==> src/rtl/cache_miss_ctrl.sv <==
// cache_miss_ctrl: sequences MEM-stage accesses through a direct-mapped cache,
// refills read misses from main memory and writes every store through to memory.
// Optional feature: define CACHE_PERF_CNT_EN to add saturating hit/miss counters.
module cache_miss_ctrl #(
    parameter int unsigned ADDR_W = 8,
    parameter int unsigned DATA_W = 32
) (
    input  logic              clk,
    input  logic              rst,
`ifdef CACHE_PERF_CNT_EN
    output logic [15:0]       hit_cnt,
    output logic [15:0]       miss_cnt,
`endif
    input  logic              cpu_req,
    input  logic              cpu_we,
    input  logic [ADDR_W-1:0] cpu_addr,
    input  logic [DATA_W-1:0] cpu_wdata,
    output logic [DATA_W-1:0] cpu_rdata,
    output logic              cpu_ready,
    output logic              stall,
    output logic              cache_cs,
    output logic              cache_we,
    output logic [ADDR_W-1:0] cache_addr,
    output logic [DATA_W-1:0] cache_wdata,
    input  logic [DATA_W-1:0] cache_rdata,
    input  logic              cache_miss,
    output logic              mem_req,
    output logic              mem_we,
    output logic [ADDR_W-1:0] mem_addr,
    output logic [DATA_W-1:0] mem_wdata,
    input  logic [DATA_W-1:0] mem_rdata,
    input  logic              mem_ack
);

    typedef enum logic [2:0] {
        S_IDLE   = 3'd0,
        S_ACCESS = 3'd1,
        S_EVAL   = 3'd2,
        S_FETCH  = 3'd3,
        S_REFILL = 3'd4,
        S_WTHRU  = 3'd5,
        S_DONE   = 3'd6
    } state_e;

    state_e              state_q, state_d;
    logic                we_q, we_d;
    logic [ADDR_W-1:0]   addr_q, addr_d;
    logic [DATA_W-1:0]   wdata_q, wdata_d;
    logic [DATA_W-1:0]   rdata_q, rdata_d;

    // State and latched transaction registers; reset abandons any memory handshake.
    always_ff @(posedge clk or posedge rst) begin
        if (rst) begin
            state_q <= S_IDLE;
            we_q    <= 1'b0;
            addr_q  <= '0;
            wdata_q <= '0;
            rdata_q <= '0;
        end else begin
            state_q <= state_d;
            we_q    <= we_d;
            addr_q  <= addr_d;
            wdata_q <= wdata_d;
            rdata_q <= rdata_d;
        end
    end

    // Next-state and output decode; buses are zero in states that do not drive them.
    always_comb begin
        state_d     = state_q;
        we_d        = we_q;
        addr_d      = addr_q;
        wdata_d     = wdata_q;
        rdata_d     = rdata_q;
        cpu_ready   = 1'b0;
        stall       = 1'b0;
        cache_cs    = 1'b0;
        cache_we    = 1'b0;
        cache_addr  = '0;
        cache_wdata = '0;
        mem_req     = 1'b0;
        mem_we      = 1'b0;
        mem_addr    = '0;
        mem_wdata   = '0;

        case (state_q)
            S_IDLE: begin
                stall = cpu_req;
                if (cpu_req) begin
                    we_d    = cpu_we;
                    addr_d  = cpu_addr;
                    wdata_d = cpu_wdata;
                    state_d = S_ACCESS;
                end
            end
            S_ACCESS: begin
                stall       = 1'b1;
                cache_cs    = 1'b1;
                cache_we    = we_q;
                cache_addr  = addr_q;
                cache_wdata = we_q ? wdata_q : '0;
                state_d     = S_EVAL;
            end
            S_EVAL: begin
                stall = 1'b1;
                if (we_q) begin
                    // Stores always go to memory; the cache's miss flag is irrelevant.
                    state_d = S_WTHRU;
                end else if (cache_miss) begin
                    state_d = S_FETCH;
                end else begin
                    rdata_d = cache_rdata;
                    state_d = S_DONE;
                end
            end
            S_FETCH: begin
                stall    = 1'b1;
                mem_req  = 1'b1;
                mem_addr = addr_q;
                if (mem_ack) begin
                    rdata_d = mem_rdata;
                    state_d = S_REFILL;
                end
            end
            S_REFILL: begin
                stall       = 1'b1;
                cache_cs    = 1'b1;
                cache_we    = 1'b1;
                cache_addr  = addr_q;
                cache_wdata = rdata_q;
                state_d     = S_DONE;
            end
            S_WTHRU: begin
                stall     = 1'b1;
                mem_req   = 1'b1;
                mem_we    = 1'b1;
                mem_addr  = addr_q;
                mem_wdata = wdata_q;
                if (mem_ack) begin
                    state_d = S_DONE;
                end
            end
            S_DONE: begin
                cpu_ready = 1'b1;
                state_d   = S_IDLE;
            end
            default: begin
                state_d = S_IDLE;
            end
        endcase
    end

    // Load data holds the last hit or fetched word.
    assign cpu_rdata = rdata_q;

`ifdef CACHE_PERF_CNT_EN
    logic [15:0] hit_cnt_q, hit_cnt_d;
    logic [15:0] miss_cnt_q, miss_cnt_d;

    // Saturating load hit/miss counters, evaluated when the cache answer is seen.
    always_comb begin
        hit_cnt_d  = hit_cnt_q;
        miss_cnt_d = miss_cnt_q;
        if (state_q == S_EVAL && !we_q) begin
            if (cache_miss) begin
                if (miss_cnt_q != 16'hFFFF) miss_cnt_d = miss_cnt_q + 16'd1;
            end else begin
                if (hit_cnt_q != 16'hFFFF) hit_cnt_d = hit_cnt_q + 16'd1;
            end
        end
    end

    // Counter registers, cleared by reset.
    always_ff @(posedge clk or posedge rst) begin
        if (rst) begin
            hit_cnt_q  <= '0;
            miss_cnt_q <= '0;
        end else begin
            hit_cnt_q  <= hit_cnt_d;
            miss_cnt_q <= miss_cnt_d;
        end
    end

    assign hit_cnt  = hit_cnt_q;
    assign miss_cnt = miss_cnt_q;
`endif

endmodule

==> config.mk <==
export PLATFORM = sky130hd
export DESIGN_NAME = cache_miss_ctrl
export DESIGN_NICKNAME = d
export VERILOG_FILES = /design/src/rtl/cache_miss_ctrl.sv
export SDC_FILE = /design/constraint.sdc
export NUM_CORES = 1
export LEC_CHECK = 0
export BUFFER_PORTS_ARGS = -buffer_cell sky130_fd_sc_hd__clkbuf_2
export CORE_MARGIN = 5
export CORE_UTILIZATION = 45
export DETAILED_ROUTE_END_ITERATION = 8
export PLACE_DENSITY = 0.81
export SETUP_SLACK_MARGIN = 0.1
export SKIP_CTS_REPAIR_TIMING = 1
export SLEW_MARGIN = 0
export SYNTH_ARGS = -nofsm -noshare
export SYNTH_HDL_FRONTEND = slang
export SYNTH_SLANG_ARGS = --single-unit
==> constraint.sdc <==
create_clock -name clk -period 3.4 [get_ports clk]
set_clock_uncertainty 0.15 [all_clocks]
set_input_delay 0.51 -clock clk [delete_from_list [all_inputs] [get_ports clk]]
set_output_delay 0.51 -clock clk [all_outputs]
set_load 0.05 [all_outputs]
==> flow_results.xml, run 1 <==
<?xml version="1.0" encoding="UTF-8"?>
<metrics>
  <group name="run_status">
    <metric name="run_status" unit="">complete, no violations</metric>
  </group>
  <group name="route">
    <metric name="wirelength" unit="um">11700</metric>
    <metric name="drt-wirelength-per-cell" unit="um">17.95</metric>
    <metric name="met2_wirelength" unit="um">6119</metric>
    <metric name="top_layer_used" unit="">met4</metric>
    <metric name="post_drt_via_cell_ratio" unit="">5.229</metric>
    <metric name="detail_route.iter0.violations" unit="">87</metric>
    <metric name="met3RoutedLength" unit="um">1028</metric>
    <metric name="final_antenna_net_count" unit="">0</metric>
    <metric name="firstDrtPassIters" unit="">4</metric>
    <metric name="detailroute.via_count" unit="">3409</metric>
    <metric name="routedLengthMet1" unit="um">4404</metric>
    <metric name="drc" unit="">0</metric>
  </group>
  <group name="cells_and_area">
    <metric name="area_growth" unit="%">36.53</metric>
    <metric name="layout.filler_cells" unit="">716</metric>
    <metric name="final_layout_size_suffix_gt1_share" unit="%">66.18</metric>
    <metric name="final_cell_area" unit="um2">5523</metric>
    <metric name="most_frequent_cells_in_the_layout" unit="">sky130_fd_sc_hd__clkbuf_2 (227), sky130_fd_sc_hd__mux2_2 (90), sky130_fd_sc_hd__dfrtp_1 (75), sky130_fd_sc_hd__and2_1 (49), sky130_fd_sc_hd__a22o_1 (32)</metric>
    <metric name="mostFrequentLayoutCell" unit="">sky130_fd_sc_hd__clkbuf_2</metric>
    <metric name="finish.net_count" unit="">649</metric>
    <metric name="antenna-diode-count" unit="">0</metric>
  </group>
  <group name="power">
    <metric name="pwr-share-seq" unit="%">27.9</metric>
    <metric name="share_clk_of_total_power" unit="%">12.8</metric>
    <metric name="cellPowerDensity" unit="nW/um2">1185</metric>
    <metric name="maximum_vdd_drop" unit="uV">573.9</metric>
    <metric name="power.net_switching" unit="uW">3384</metric>
    <metric name="p_leak" unit="uW">0.002824</metric>
    <metric name="comb_power_share" unit="%">59.3</metric>
    <metric name="switching_share" unit="%">51.71</metric>
    <metric name="intPower" unit="uW">3160</metric>
  </group>
  <group name="setup_path">
    <metric name="start_kind" unit="">flop</metric>
    <metric name="critPathKind" unit="">reg -&gt; out</metric>
    <metric name="internal_reg_to_reg_setup_slack" unit="ns">0.92</metric>
    <metric name="crit_path_max_fo" unit="">24</metric>
    <metric name="crit_required" unit="ns">2.74</metric>
    <metric name="cp.arrival" unit="ns">2.41</metric>
    <metric name="critical_path.endpoint_type" unit="">output pin</metric>
  </group>
  <group name="timing">
    <metric name="final.min_clock_period" unit="ns">3.075</metric>
    <metric name="max_slew.worst_pin.slew" unit="ns">0.9490</metric>
    <metric name="fin_setup_tns" unit="ns">0</metric>
    <metric name="report.final.hold_viol_count" unit="">0</metric>
    <metric name="drv_slew" unit="">0</metric>
    <metric name="maxClockFrequency" unit="MHz">325.2</metric>
    <metric name="grt_setup_unrepaired" unit="">false</metric>
    <metric name="final_period_util" unit="%">90.43</metric>
    <metric name="maxSlewHeadroom" unit="%">36.66</metric>
    <metric name="setup_violations" unit="">0</metric>
  </group>
  <group name="yosys">
    <metric name="number_of_enable_flip_flop_cells_after_synthesis" unit="">0</metric>
    <metric name="mappedNetlistNets" unit="">426</metric>
    <metric name="synth-warning-count" unit="">0</metric>
    <metric name="synth_flop_cell" unit="">sky130_fd_sc_hd__dfrtp_1</metric>
    <metric name="postSynthCellCount" unit="">316</metric>
    <metric name="post_synth.cell_area_avg" unit="um2">12.80</metric>
    <metric name="synth.yosys.seq_area_share" unit="%">47.02</metric>
    <metric name="yosys_register_bits" unit="">76</metric>
    <metric name="post_synth_num_cell_types" unit="">28</metric>
    <metric name="async_flop_share" unit="%">100.0</metric>
    <metric name="synth.cell_area" unit="um2">4045</metric>
  </group>
  <group name="placed_design">
    <metric name="detailed_place_hpwl" unit="um">8869</metric>
    <metric name="placed_cell_area" unit="um2">5273</metric>
    <metric name="routabilityCongestion" unit="">0.7983</metric>
    <metric name="place.port_buffers" unit="">227</metric>
  </group>
  <group name="global_route">
    <metric name="grt_pass1_vias" unit="">3659</metric>
    <metric name="grt_first_pass_wirelength" unit="um">18860</metric>
    <metric name="grt-ovfl-total" unit="">0</metric>
    <metric name="number_of_antenna_violations_at_the_first_check_in_global_routing" unit="">0</metric>
    <metric name="global_route.usage.total" unit="%">21.08</metric>
    <metric name="grt_start_max_net_pins" unit="">57</metric>
  </group>
  <group name="die">
    <metric name="floorplan.rows" unit="">34</metric>
    <metric name="placeableCoreArea" unit="um2">8721</metric>
    <metric name="chipHeight" unit="um">104.8</metric>
    <metric name="die_width" unit="um">104.8</metric>
    <metric name="floorplan.io_pins" unit="">228</metric>
    <metric name="design.die.area" unit="um2">10990</metric>
    <metric name="initial_core_util" unit="%">46.38</metric>
  </group>
  <group name="clock_network">
    <metric name="clock_sinks" unit="">76</metric>
    <metric name="clkLatencyLatePin" unit="ns">0.33</metric>
    <metric name="clk_path_buf_depth" unit="">2</metric>
    <metric name="cts-root-buf" unit="">sky130_fd_sc_hd__clkbuf_8</metric>
    <metric name="clk_transition_reported_paths" unit="ns">0.08</metric>
    <metric name="cts_tree" unit="">built</metric>
    <metric name="htree_num_levels" unit="">3</metric>
    <metric name="tritoncts_buffers" unit="">9</metric>
  </group>
  <group name="run">
    <metric name="timing.max_cap.violations" unit="">0</metric>
  </group>
  <group name="min_path">
    <metric name="holdCritPathClass" unit="">in -&gt; async</metric>
  </group>
</metrics>
metrics by stage:
stage / setup slack (ns) / power (uW) / utilization, % / hold WS, ns / instances
after floorplan: 0.3928 / 4835 / - / 0.3137 / 316
after global placement: 0.7599 / 5646 / 60.46 / 0.3328 / 636
after detailed placement: 0.6463 / 5746 / 60.46 / 0.3508 / 636
after CTS: 0.2732 / 6597 / 63.33 / 0.2115 / 652
after global routing: 0.1168 / 6864 / 63.33 / 0.2320 / 652
final: 0.3253 / 6544 / 63.33 / 0.1922 / 652
area by class of cell:
class                   count  area, um2  share of cell area (%)
clock buffers              12      155.1                   2.809
clock inverters             4      95.09                   1.722
inverters                   2      8.758                  0.1586
multi-input cells         213       2002                   36.25
flip-flops and latches     76       1903                   34.46
well taps                 108      135.1                   2.447
repair buffers            237       1224                   22.16
power groups by stage:
stage	sequential [uW]	clock, uW	combinational [uW]
after floorplan	2320	0	2510
after global placement	1810	0	3830
after detailed placement	1840	0	3910
after CTS	1830	856	3910
after global routing	1900	897	4070
final	1820	838	3880
worst max-delay path, stage by stage, from the launching register on:
cell	delay (ns)
sky130_fd_sc_hd__dfrtp_2	0.70
sky130_fd_sc_hd__buf_4	0.40
sky130_fd_sc_hd__xnor2_1	0.12
sky130_fd_sc_hd__nor2_1	0.38
sky130_fd_sc_hd__and2_1	0.21
sky130_fd_sc_hd__clkbuf_2	0.27
sequential cells by signal, summed over array words and instances (netlist names):
register   count
addr_q         8
wdata_q       32
we_q           1
state_q        3
cpu_rdata     32
Yosys cell counts (2+ instances only):
cell,count,area [um2]
sky130_fd_sc_hd__mux2_2,90,1013
sky130_fd_sc_hd__nand2_1,4,15.01
sky130_fd_sc_hd__nor2b_1,3,18.77
sky130_fd_sc_hd__a22o_1,32,280.3
sky130_fd_sc_hd__buf_6,4,45.04
sky130_fd_sc_hd__mux2_4,10,150.1
sky130_fd_sc_hd__and2_1,49,306.5
sky130_fd_sc_hd__dfrtp_1,76,1902
sky130_fd_sc_hd__mux2_1,5,56.30
sky130_fd_sc_hd__inv_1,2,7.510
sky130_fd_sc_hd__buf_2,11,55.05
sky130_fd_sc_hd__clkbuf_1,9,33.78
sky130_fd_sc_hd__nand2b_1,2,12.51
sky130_fd_sc_hd__a21oi_1,4,20.02
sky130_fd_sc_hd__nor2_1,2,7.510
metal layers:
layer | track usage (%) | vias up
met5 | 0 | -
met4 | 5.753 | 0
met3 | 5.857 | 15
met2 | 37.14 | 158
met1 | 25.22 | 1667
li1 | - | 1569
kinds of logic (layout without fill, tap and decap cells):
logic type | Yosys count | after routing | share of synthesized area, %
AO/OA/AOI/OAI | 41 | 41 | 8.506
multiplexers | 105 | 105 | 30.16
AND/OR/NAND/NOR | 66 | 66 | 10.42
flip-flops | 76 | 76 | 47.02
buffers and inverters | 27 | 255 | 3.681
XOR/XNOR | 1 | 1 | 0.2166
path summary, 6_finish.rpt:
kind                            cells past startpoint        start             to
worst max register to register                      5   state_q[0]  cpu_rdata[11]
max in group asynchronous                           3          rst   cpu_rdata[5]
worst min register to register                      1    addr_q[4]      addr_q[4]
worst max-delay path                                5   state_q[0]  cache_addr[2]
worst min-delay path                                2          rst    wdata_q[26]
min in group clk                                    2  cpu_addr[4]      addr_q[4]
Note: power is estimated with default switching activity, not from simulation.
==> run 2, diff against run 1 <==
BUFFER_PORTS_ARGS = -buffer_cell sky130_fd_sc_hd__buf_2   (was -buffer_cell sky130_fd_sc_hd__clkbuf_2)
CTS_CLUSTER_SIZE = 28   (was not set)
==> run 2 against run 1 <==
Net effect:
- die area is the same
- largest cell class unchanged
- combinational power is essentially flat
- sequential power is essentially flat
- non-clock buffer count decreased by 1
- cell count fell by 0.15%
- design area up 0.41%
- critical path depth is the same
- highest routed layer unchanged
==> flow_results.xml, run 2 (synthesis gave the netlist of run 1 again) <==
<?xml version="1.0" encoding="UTF-8"?>
<metrics>
  <group name="timing">
    <metric name="finalHoldWorstSlack" unit="ns">0.1085</metric>
    <metric name="max_slew.worst_pin.slew" unit="ns">0.7106</metric>
    <metric name="final_period_util" unit="%">87.56</metric>
    <metric name="grt_setup_unrepaired" unit="">false</metric>
    <metric name="maxClockFrequency" unit="MHz">335.9</metric>
    <metric name="setup_violations" unit="">0</metric>
    <metric name="final.min_clock_period" unit="ns">2.977</metric>
    <metric name="drv_slew" unit="">0</metric>
    <metric name="maxSlewHeadroom" unit="%">52.57</metric>
    <metric name="layout_setup_ws" unit="ns">0.4229</metric>
    <metric name="report.final.hold_viol_count" unit="">0</metric>
    <metric name="fin_setup_tns" unit="ns">0</metric>
  </group>
  <group name="power">
    <metric name="fin_total_pwr" unit="uW">6613</metric>
    <metric name="p_leak" unit="uW">0.002865</metric>
    <metric name="intPower" unit="uW">3239</metric>
    <metric name="power.net_switching" unit="uW">3374</metric>
    <metric name="comb_power_share" unit="%">58.9</metric>
    <metric name="cellPowerDensity" unit="nW/um2">1193</metric>
    <metric name="switching_share" unit="%">51.02</metric>
    <metric name="maximum_vdd_drop" unit="uV">602.5</metric>
    <metric name="pwr-share-seq" unit="%">27.5</metric>
    <metric name="share_clk_of_total_power" unit="%">13.6</metric>
  </group>
  <group name="placed_design">
    <metric name="routabilityCongestion" unit="">0.8141</metric>
    <metric name="placed_cell_area" unit="um2">5278</metric>
    <metric name="pre_cts_slack" unit="ns">0.6507</metric>
    <metric name="detailed_place_hpwl" unit="um">9077</metric>
    <metric name="place.port_buffers" unit="">227</metric>
  </group>
  <group name="cells_and_area">
    <metric name="area_growth" unit="%">37.09</metric>
    <metric name="final_layout_size_suffix_gt1_share" unit="%">65.93</metric>
    <metric name="most_frequent_cells_in_the_layout" unit="">sky130_fd_sc_hd__buf_2 (227), sky130_fd_sc_hd__mux2_2 (90), sky130_fd_sc_hd__dfrtp_1 (75), sky130_fd_sc_hd__and2_1 (49), sky130_fd_sc_hd__a22o_1 (32)</metric>
    <metric name="finish.net_count" unit="">648</metric>
    <metric name="layout.filler_cells" unit="">684</metric>
    <metric name="mostFrequentLayoutCell" unit="">sky130_fd_sc_hd__buf_2</metric>
    <metric name="final_cell_area" unit="um2">5545</metric>
    <metric name="antenna-diode-count" unit="">0</metric>
  </group>
  <group name="route">
    <metric name="final_antenna_net_count" unit="">0</metric>
    <metric name="firstDrtPassIters" unit="">5</metric>
    <metric name="wirelength" unit="um">12030</metric>
    <metric name="post_drt_via_cell_ratio" unit="">5.290</metric>
    <metric name="drc" unit="">0</metric>
    <metric name="drt-wirelength-per-cell" unit="um">18.47</metric>
    <metric name="detail_route.iter0.violations" unit="">89</metric>
    <metric name="detailroute.via_count" unit="">3444</metric>
  </group>
  <group name="clock_network">
    <metric name="cts_tree" unit="">built</metric>
    <metric name="htree_num_levels" unit="">3</metric>
    <metric name="clock_sinks" unit="">76</metric>
    <metric name="clkLatencyLatePin" unit="ns">0.33</metric>
    <metric name="tritoncts_buffers" unit="">9</metric>
    <metric name="clk_transition_reported_paths" unit="ns">0.08</metric>
    <metric name="cts-root-buf" unit="">sky130_fd_sc_hd__clkbuf_8</metric>
    <metric name="clk_path_buf_depth" unit="">2</metric>
  </group>
  <group name="min_path">
    <metric name="holdCritPathClass" unit="">in -&gt; async</metric>
  </group>
  <group name="global_route">
    <metric name="grt-ovfl-total" unit="">0</metric>
    <metric name="number_of_antenna_violations_at_the_first_check_in_global_routing" unit="">0</metric>
    <metric name="global_route.usage.total" unit="%">21.63</metric>
    <metric name="grt_first_pass_wirelength" unit="um">19240</metric>
    <metric name="grt_start_max_net_pins" unit="">42</metric>
    <metric name="grt_pass1_vias" unit="">3699</metric>
  </group>
  <group name="die">
    <metric name="design.die.area" unit="um2">10990</metric>
    <metric name="die_width" unit="um">104.8</metric>
    <metric name="initial_core_util" unit="%">46.38</metric>
    <metric name="floorplan.rows" unit="">34</metric>
    <metric name="placeableCoreArea" unit="um2">8721</metric>
    <metric name="chipHeight" unit="um">104.8</metric>
    <metric name="floorplan.io_pins" unit="">228</metric>
  </group>
  <group name="setup_path">
    <metric name="crit_path_max_fo" unit="">25</metric>
    <metric name="crit_chain" unit="">buf_4, xnor2_1, nor2_1, and2_1, buf_2</metric>
    <metric name="crit_buf_inv" unit="">2</metric>
    <metric name="critPathKind" unit="">reg -&gt; out</metric>
    <metric name="critical_path.endpoint_type" unit="">output pin</metric>
    <metric name="start_kind" unit="">flop</metric>
    <metric name="timing.critical_path.slowest_cell_delay" unit="ns">0.63</metric>
    <metric name="cp.arrival" unit="ns">2.32</metric>
    <metric name="crit_required" unit="ns">2.74</metric>
    <metric name="worst_path_max_delay_cell" unit="">sky130_fd_sc_hd__dfrtp_4</metric>
    <metric name="critPathTopFamily" unit="">buffers and inverters</metric>
  </group>
  <group name="run_status">
    <metric name="run_status" unit="">complete, no violations</metric>
  </group>
  <group name="run">
    <metric name="timing.max_cap.violations" unit="">0</metric>
  </group>
</metrics>
## run 2: cell types whose count changed in the layout (fill, tap and decap cells not counted), sizes merged
cell / delta
bufinv: +1
buf: +226
clkbuf: -227
clkinv: -1
## run 2: power groups by stage
stage | combinational (uW) | clock [uW] | sequential [uW]
floorplan | 2510 | 0 | 2320
global placement | 3850 | 0 | 1800
detailed placement | 3920 | 0 | 1830
CTS | 3930 | 922 | 1820
global route | 4090 | 963 | 1890
finish | 3900 | 897 | 1820
## run 2: cell type report
type	count	area, um2	area share (%)
inverter	2	8.758	0.1579
clock inverter	4	120.1	2.166
clock buffer	12	145.1	2.617
multi-input combinational	213	2002	36.10
timing repair buffer	236	1229	22.16
tap	108	135.1	2.437
sequential	76	1906	34.36
## run 2: layer usage
metal	part of all wire [%]	vias to the layer above	routed length, um	global-route usage, %
met1	39	1709	4696	25.67
met3	7.9	10	953	5.549
met4	1.2	0	142	5.388
li1	-	1568	-	-
met5	0	-	0	0
met2	52	157	6233	38.94
## run 2: worst paths after layout
check,start,end,slack [ns],cells after the start
worst max-delay path,state_q[0],cache_addr[2],0.42,5
worst min-delay path,rst,cpu_rdata[26],0.11,2
worst max register to register,state_q[0],wdata_q[24],1.08,4
worst min register to register,addr_q[6],addr_q[6],0.37,1
max in group asynchronous,rst,cpu_rdata[19],2.25,3
min in group clk,cpu_wdata[1],wdata_q[1],0.25,2
## run 2: through the flow
| stage | util, % | instances |
|---|---|---|
| final | 63.59 | 651 |
| after global routing | 63.59 | 651 |
| after CTS | 63.56 | 651 |
| after detailed placement | 60.52 | 635 |
| after global placement | 60.52 | 635 |
| after floorplan | - | 316 |
